===== config.mk =====
export PLATFORM = sky130hd
export DESIGN_NAME = alu_unit
export DESIGN_NICKNAME = d
export VERILOG_FILES = /design/src/rtl/alu_unit.sv
export SDC_FILE = /design/constraint.sdc
export NUM_CORES = 2
export LEC_CHECK = 0
export ABC_AREA = 1
export CAP_MARGIN = 10
export CELL_PAD_IN_SITES_DETAIL_PLACEMENT = 1
export CELL_PAD_IN_SITES_GLOBAL_PLACEMENT = 2
export CORE_ASPECT_RATIO = 1.4
export CORE_MARGIN = 4
export CORE_UTILIZATION = 35
export DETAILED_ROUTE_END_ITERATION = 7
export GPL_ROUTABILITY_DRIVEN = 0
export GPL_TIMING_DRIVEN = 0
export PLACE_DENSITY = 0.82
export SLEW_MARGIN = 0
export SYNTH_ARGS = -nofsm -noshare
export SYNTH_HDL_FRONTEND = slang
export SYNTH_SLANG_ARGS = --single-unit

===== constraint.sdc =====
create_clock -name clk -period 0.8 [get_ports clk]
set_input_delay 0.16 -clock clk [delete_from_list [all_inputs] [get_ports clk]]
set_output_delay 0.16 -clock clk [all_outputs]
set_load 0.005 [all_outputs]

===== src/rtl/alu_unit.sv =====
// ============================================================================
// alu_unit
// ----------------------------------------------------------------------------
// Registered 32-bit integer ALU for the execute stage. The operation is
// computed combinationally from the operands and the control code, then
// captured in one register stage. Latency is one clock and throughput is one
// operation per clock.
//
// Ports
//   clk          rising-edge clock
//   reset_n      asynchronous active-low reset; clears all outputs at once
//   ALUControl   3-bit operation select
//                  000 ADD   001 SUB   010 AND   011 ORR
//                  101 EOR   100 MUL   110 SMULL 111 UMULL
//   A, B         32-bit operands
//   ALUFlags     registered {N, Z, C, V}
//   Result       registered primary result (low product word for multiplies)
//   ResultExtra  registered upper product word for 100/110/111, else 0
//
// Configuration
//   ALU_LONG_MUL_EN  When defined, SMULL (110) and UMULL (111) produce the
//                    full 64-bit signed or unsigned product, and their N/Z
//                    flags come from the whole 64-bit value. When undefined,
//                    the long multipliers are omitted and 110/111 behave
//                    exactly like MUL (100).
// ============================================================================
module alu_unit (
    input  logic        clk,
    input  logic        reset_n,
    input  logic [2:0]  ALUControl,
    input  logic [31:0] A,
    input  logic [31:0] B,
    output logic [3:0]  ALUFlags,
    output logic [31:0] Result,
    output logic [31:0] ResultExtra
);

    localparam logic [2:0] OP_ADD   = 3'b000;
    localparam logic [2:0] OP_SUB   = 3'b001;
    localparam logic [2:0] OP_AND   = 3'b010;
    localparam logic [2:0] OP_ORR   = 3'b011;
    localparam logic [2:0] OP_MUL   = 3'b100;
    localparam logic [2:0] OP_EOR   = 3'b101;
    localparam logic [2:0] OP_SMULL = 3'b110;
    localparam logic [2:0] OP_UMULL = 3'b111;

    // ------------------------------------------------------------------
    // Shared adder. SUB is A + ~B + 1, so one adder serves both ADD and
    // SUB. The carry out is then "no borrow" for SUB.
    // ------------------------------------------------------------------
    logic        sub_sel;
    logic [31:0] b_addend;
    logic [32:0] sum_full;
    logic [31:0] sum;
    logic        sum_carry;
    logic        sum_overflow;

    assign sub_sel   = (ALUControl == OP_SUB);
    assign b_addend  = sub_sel ? ~B : B;
    assign sum_full  = {1'b0, A} + {1'b0, b_addend} + {32'd0, sub_sel};
    assign sum       = sum_full[31:0];
    assign sum_carry = sum_full[32];

    // Overflow is checked against the addend actually used. For SUB the
    // addend is ~B, so "A and addend have the same sign" is the same as
    // "A and B have different signs".
    assign sum_overflow = (A[31] == b_addend[31]) && (sum[31] != A[31]);

    // ------------------------------------------------------------------
    // Bitwise logic unit, built one bit slice at a time.
    // ------------------------------------------------------------------
    logic [31:0] and_res;
    logic [31:0] orr_res;
    logic [31:0] eor_res;

    genvar gi;
    generate
        for (gi = 0; gi < 32; gi++) begin : g_logic_slice
            assign and_res[gi] = A[gi] & B[gi];
            assign orr_res[gi] = A[gi] | B[gi];
            assign eor_res[gi] = A[gi] ^ B[gi];
        end
    endgenerate

    // ------------------------------------------------------------------
    // Multipliers. The unsigned 64-bit product is always present because
    // MUL needs it.
    // ------------------------------------------------------------------
    logic [63:0] a_zx;
    logic [63:0] b_zx;
    logic [63:0] prod_u;

    assign a_zx   = {32'd0, A};
    assign b_zx   = {32'd0, B};
    assign prod_u = a_zx * b_zx;

`ifdef ALU_LONG_MUL_EN
    // The low 64 bits of a product of sign-extended operands are the
    // two's-complement product. No signed arithmetic types are needed.
    logic [63:0] a_sx;
    logic [63:0] b_sx;
    logic [63:0] prod_s;

    assign a_sx   = {{32{A[31]}}, A};
    assign b_sx   = {{32{B[31]}}, B};
    assign prod_s = a_sx * b_sx;
`endif

    // ------------------------------------------------------------------
    // Result and flag selection
    // ------------------------------------------------------------------
    logic [31:0] result_next;
    logic [31:0] extra_next;
    logic        n_next;
    logic        z_next;
    logic        c_next;
    logic        v_next;

    always_comb begin
        result_next = 32'd0;
        extra_next  = 32'd0;
        n_next      = 1'b0;
        z_next      = 1'b0;
        c_next      = 1'b0;
        v_next      = 1'b0;

        case (ALUControl)
            OP_ADD, OP_SUB: begin
                result_next = sum;
                c_next      = sum_carry;
                v_next      = sum_overflow;
                n_next      = sum[31];
                z_next      = (sum == 32'd0);
            end
            OP_AND: begin
                result_next = and_res;
                n_next      = and_res[31];
                z_next      = (and_res == 32'd0);
            end
            OP_ORR: begin
                result_next = orr_res;
                n_next      = orr_res[31];
                z_next      = (orr_res == 32'd0);
            end
            OP_EOR: begin
                result_next = eor_res;
                n_next      = eor_res[31];
                z_next      = (eor_res == 32'd0);
            end
            OP_MUL: begin
                // N/Z come from the low word only. A nonzero upper word
                // signals unsigned overflow.
                result_next = prod_u[31:0];
                extra_next  = prod_u[63:32];
                n_next      = prod_u[31];
                z_next      = (prod_u[31:0] == 32'd0);
            end
`ifdef ALU_LONG_MUL_EN
            OP_SMULL: begin
                // Long products take N/Z from the full 64-bit value.
                result_next = prod_s[31:0];
                extra_next  = prod_s[63:32];
                n_next      = prod_s[63];
                z_next      = (prod_s == 64'd0);
            end
            OP_UMULL: begin
                result_next = prod_u[31:0];
                extra_next  = prod_u[63:32];
                n_next      = prod_u[63];
                z_next      = (prod_u == 64'd0);
            end
`else
            OP_SMULL, OP_UMULL: begin
                // Without the long multipliers these codes are aliases of MUL.
                result_next = prod_u[31:0];
                extra_next  = prod_u[63:32];
                n_next      = prod_u[31];
                z_next      = (prod_u[31:0] == 32'd0);
            end
`endif
            default: begin
                result_next = 32'd0;
            end
        endcase
    end

    // ------------------------------------------------------------------
    // Output register stage
    // ------------------------------------------------------------------
    logic [31:0] result_reg;
    logic [31:0] extra_reg;
    logic [3:0]  flags_reg;

    always_ff @(posedge clk or negedge reset_n) begin
        if (!reset_n) begin
            result_reg <= 32'd0;
            extra_reg  <= 32'd0;
            flags_reg  <= 4'b0000;
        end else begin
            result_reg <= result_next;
            extra_reg  <= extra_next;
            flags_reg  <= {n_next, z_next, c_next, v_next};
        end
    end

    assign Result      = result_reg;
    assign ResultExtra = extra_reg;
    assign ALUFlags    = flags_reg;

endmodule


==> results.sh <==
export IMPL_wl_per_cell_um=28.74
export IMPL_die_height_um=410.9
export IMPL_hold_violations=67
export IMPL_synth_area_top_cells="fa_1 (44%), inv_1 (14%), nand2_1 (13%)"
export IMPL_fmax_ghz=0.1489
export IMPL_yosysWarnings=0
export IMPL_die_w_um=295.8
export IMPL_path_max_fanout=8
export IMPL_grt_first_pass_wirelength_um=294400
export IMPL_placed_cell_area_um2=45640
export IMPL_setup_violations=135
export IMPL_nFillCells=13359
export IMPL_io_buffers=136
export IMPL_cp_top_family="adder cells"
export IMPL_grt_max_degree=68
export IMPL_final_seq_area_um2=1677
export IMPL_grt_usage=0.3372
export IMPL_required_ns=1.03
export IMPL_max_cap_viol_count=0
export IMPL_whs_ns=-0.09571
export IMPL_antenna_found_initial=9
export IMPL_synth_cell_types=52
export IMPL_synth_top_area_cell="fa_1"
export IMPL_dp_hpwl_um=168600
export IMPL_violations="negative hold slack, negative setup slack"
export IMPL_first_global_vias=43117
export IMPL_multi_input_area_um2=36690
export IMPL_synthCells=5331
export IMPL_cts_root_buf="clkbuf_16"
export IMPL_cts_max_level=3
export IMPL_drc_errors=0
export IMPL_slowest_stage="fa_1"
export IMPL_finalCritPeriodShare=8.397
export IMPL_avgSynthCellArea_um2=7.614
export IMPL_slowest_delay_ns=0.57
export IMPL_fin_ws_ns=-5.918
export IMPL_synth_fp_nets=6655
export IMPL_crit_top_cell="fa_1"
export IMPL_ys_ff_latch=67
export IMPL_synth_top_area_frac=0.4424
export IMPL_nets=7142
export IMPL_relSlewSlack=0.3569
export IMPL_status="finished with violations"
export IMPL_path_buf_inv=8
export IMPL_dieArea_um2=121600
export IMPL_path_class="primary input to flip-flop"
export IMPL_hold_class="primary input to asynchronous set/reset pin"
export IMPL_drt_total_wl_um=210200
export IMPL_end_kind="flip-flop"
export IMPL_clock_path_buffers=2
export IMPL_cts_buffers=9
export IMPL_timing_final_max_slew_violations=0
export IMPL_clk_pin_slew_ns=0.06
export IMPL_rsz0062_at_grt="true"
export IMPL_core_area_um2=115000
export IMPL_ys_seq_area_frac=0.04131
export IMPL_num_rows=147
export IMPL_area_growth_synth_to_final_pct=35.81
export IMPL_drtAntennaViolNets=0
export IMPL_initialDrtViolationCount=3001
export IMPL_route_vias_total=39187
export IMPL_drt_first_pass_iters=6
export IMPL_min_period_ns=6.718
export IMPL_start_util=0.3531
export IMPL_io_pins=137
export IMPL_fin_area_um2=55120
export IMPL_cts_tree="done"
export IMPL_start_kind="primary input"
export IMPL_vias_per_cell=5.357
export IMPL_drive_above_1_share=0.2628
export IMPL_worstPathArrival_ns=6.95
export IMPL_clock_sinks=67
export IMPL_tightest_slew_ns=0.9646
export IMPL_grt_overflow_total=0
export IMPL_netlist_area_um2=40590
-- through the flow --
stage               TNS [ns]  utilization  cells  setup WS [ns]  hold slack (ns)
floorplan            -291.62            -   5331         -5.198          -0.1356
global placement     -635.68       0.3971   6957         -7.882           0.9355
detailed placement   -464.59       0.3971   6957         -7.919           0.3175
CTS                  -335.74       0.4578   7210         -5.727         -0.07574
global route         -349.74       0.4795   7313         -5.954         -0.02053
finish               -344.77       0.4795   7315         -5.918         -0.09571
-- synth_stat cells, drive strengths merged --
cell,instances
fa,897
ha,358
o221ai,2
clkbuf,207
o2111ai,8
nand4,27
a2111oi,1
clkinv,1
xor2,48
o22ai,14
o311ai,1
a221oi,12
a21oi,151
a22oi,9
o21ai,91
and3,1
nor3,28
buf,6
nand2,1428
o211ai,14
xnor2,13
a31oi,8
dfrtp,67
o21a,4
a22o,1
nor2,219
and2,1
o211a,3
a211oi,2
inv,1559
or2,5
a21boi,5
nand3,88
nor4,20
o21bai,10
a21o,9
nand3b,12
a2111o,1
-- cell type report --
| type | instances | share of cell area |
|---|---|---|
| Clock inverter | 7 | 0.001907 |
| Inverter | 1560 | 0.1069 |
| Timing Repair Buffer | 477 | 0.08745 |
| Clock buffer | 9 | 0.004086 |
| Sequential cell | 67 | 0.03042 |
| Buffer | 212 | 0.06980 |
| Multi-Input combinational cell | 3491 | 0.6655 |
| Tap cell | 1490 | 0.03382 |
| Antenna cell | 2 | 0.00009079 |
-- cell usage in the layout (no fill, tap or decap), types with 53 or more instances in the layout --
cell / count
a21oi_1: 56
ha_1: 255
buf_2: 70
clkbuf_16: 116
buf_6: 65
buf_4: 254
clkbuf_8: 53
fa_2: 79
nor2_1: 131
nand2_2: 123
dfrtp_1: 67
nand2_1: 1232
nand3_1: 61
fa_1: 818
a21oi_2: 57
inv_1: 1438
buf_12: 64
ha_4: 81
inv_2: 112
nand2_4: 64
-- cell families (layout without fill, tap and decap cells) --
group | count (synthesis) | in the layout | share of synthesized area
compound gates | 346 | 346 | 0.05031
xor+xnor | 61 | 61 | 0.01316
fa+ha+maj | 1255 | 1255 | 0.5528
buf+inv | 1773 | 2265 | 0.1641
flops | 67 | 67 | 0.04131
other cells | 0 | 2 | 0
simple gates | 1829 | 1829 | 0.1783
-- timing repair --
| item | in CTS | in global routing |
|---|---|---|
| setup buffers | 234 | 102 |
| gates resized for setup | 1789 | 429 |
| setup endpoints to repair | 135 | 135 |
| pin swaps | 244 | 263 |
| cloned | 4 | 1 |
| endpoints found under the hold margin | 67 | 24 |
-- worst paths after layout --
kind | from | endpoint | slack [ns] | depth (start not counted)
max | A[15] | ALUFlags[2] | -5.92 | 30
min | reset_n | ALUFlags[1] | -0.1 | 1
max in group asynchronous | reset_n | ResultExtra[22] | 0.32 | 1
min in group clk | ALUControl[1] | Result[6] | 0.31 | 4
-- per-layer routing --
metal / GRT usage / vias to the layer above / share of wire
met3: 0.04750 / 738 / 0.076
met4: 0.2209 / 4 / 0.094
li1: - / 16298 / -
met5: 0 / - / 0.00015
met1: 0.3996 / 20274 / 0.36
met2: 0.5699 / 1873 / 0.47
-- flip-flops by register name, indices dropped and copies added (netlist names) --
register / count
ResultExtra: 32
ALUFlags: 4
Result: 31
Power is not shown: default switching activity piles up to over one toggle a cycle in this logic, so the estimate is an artifact.
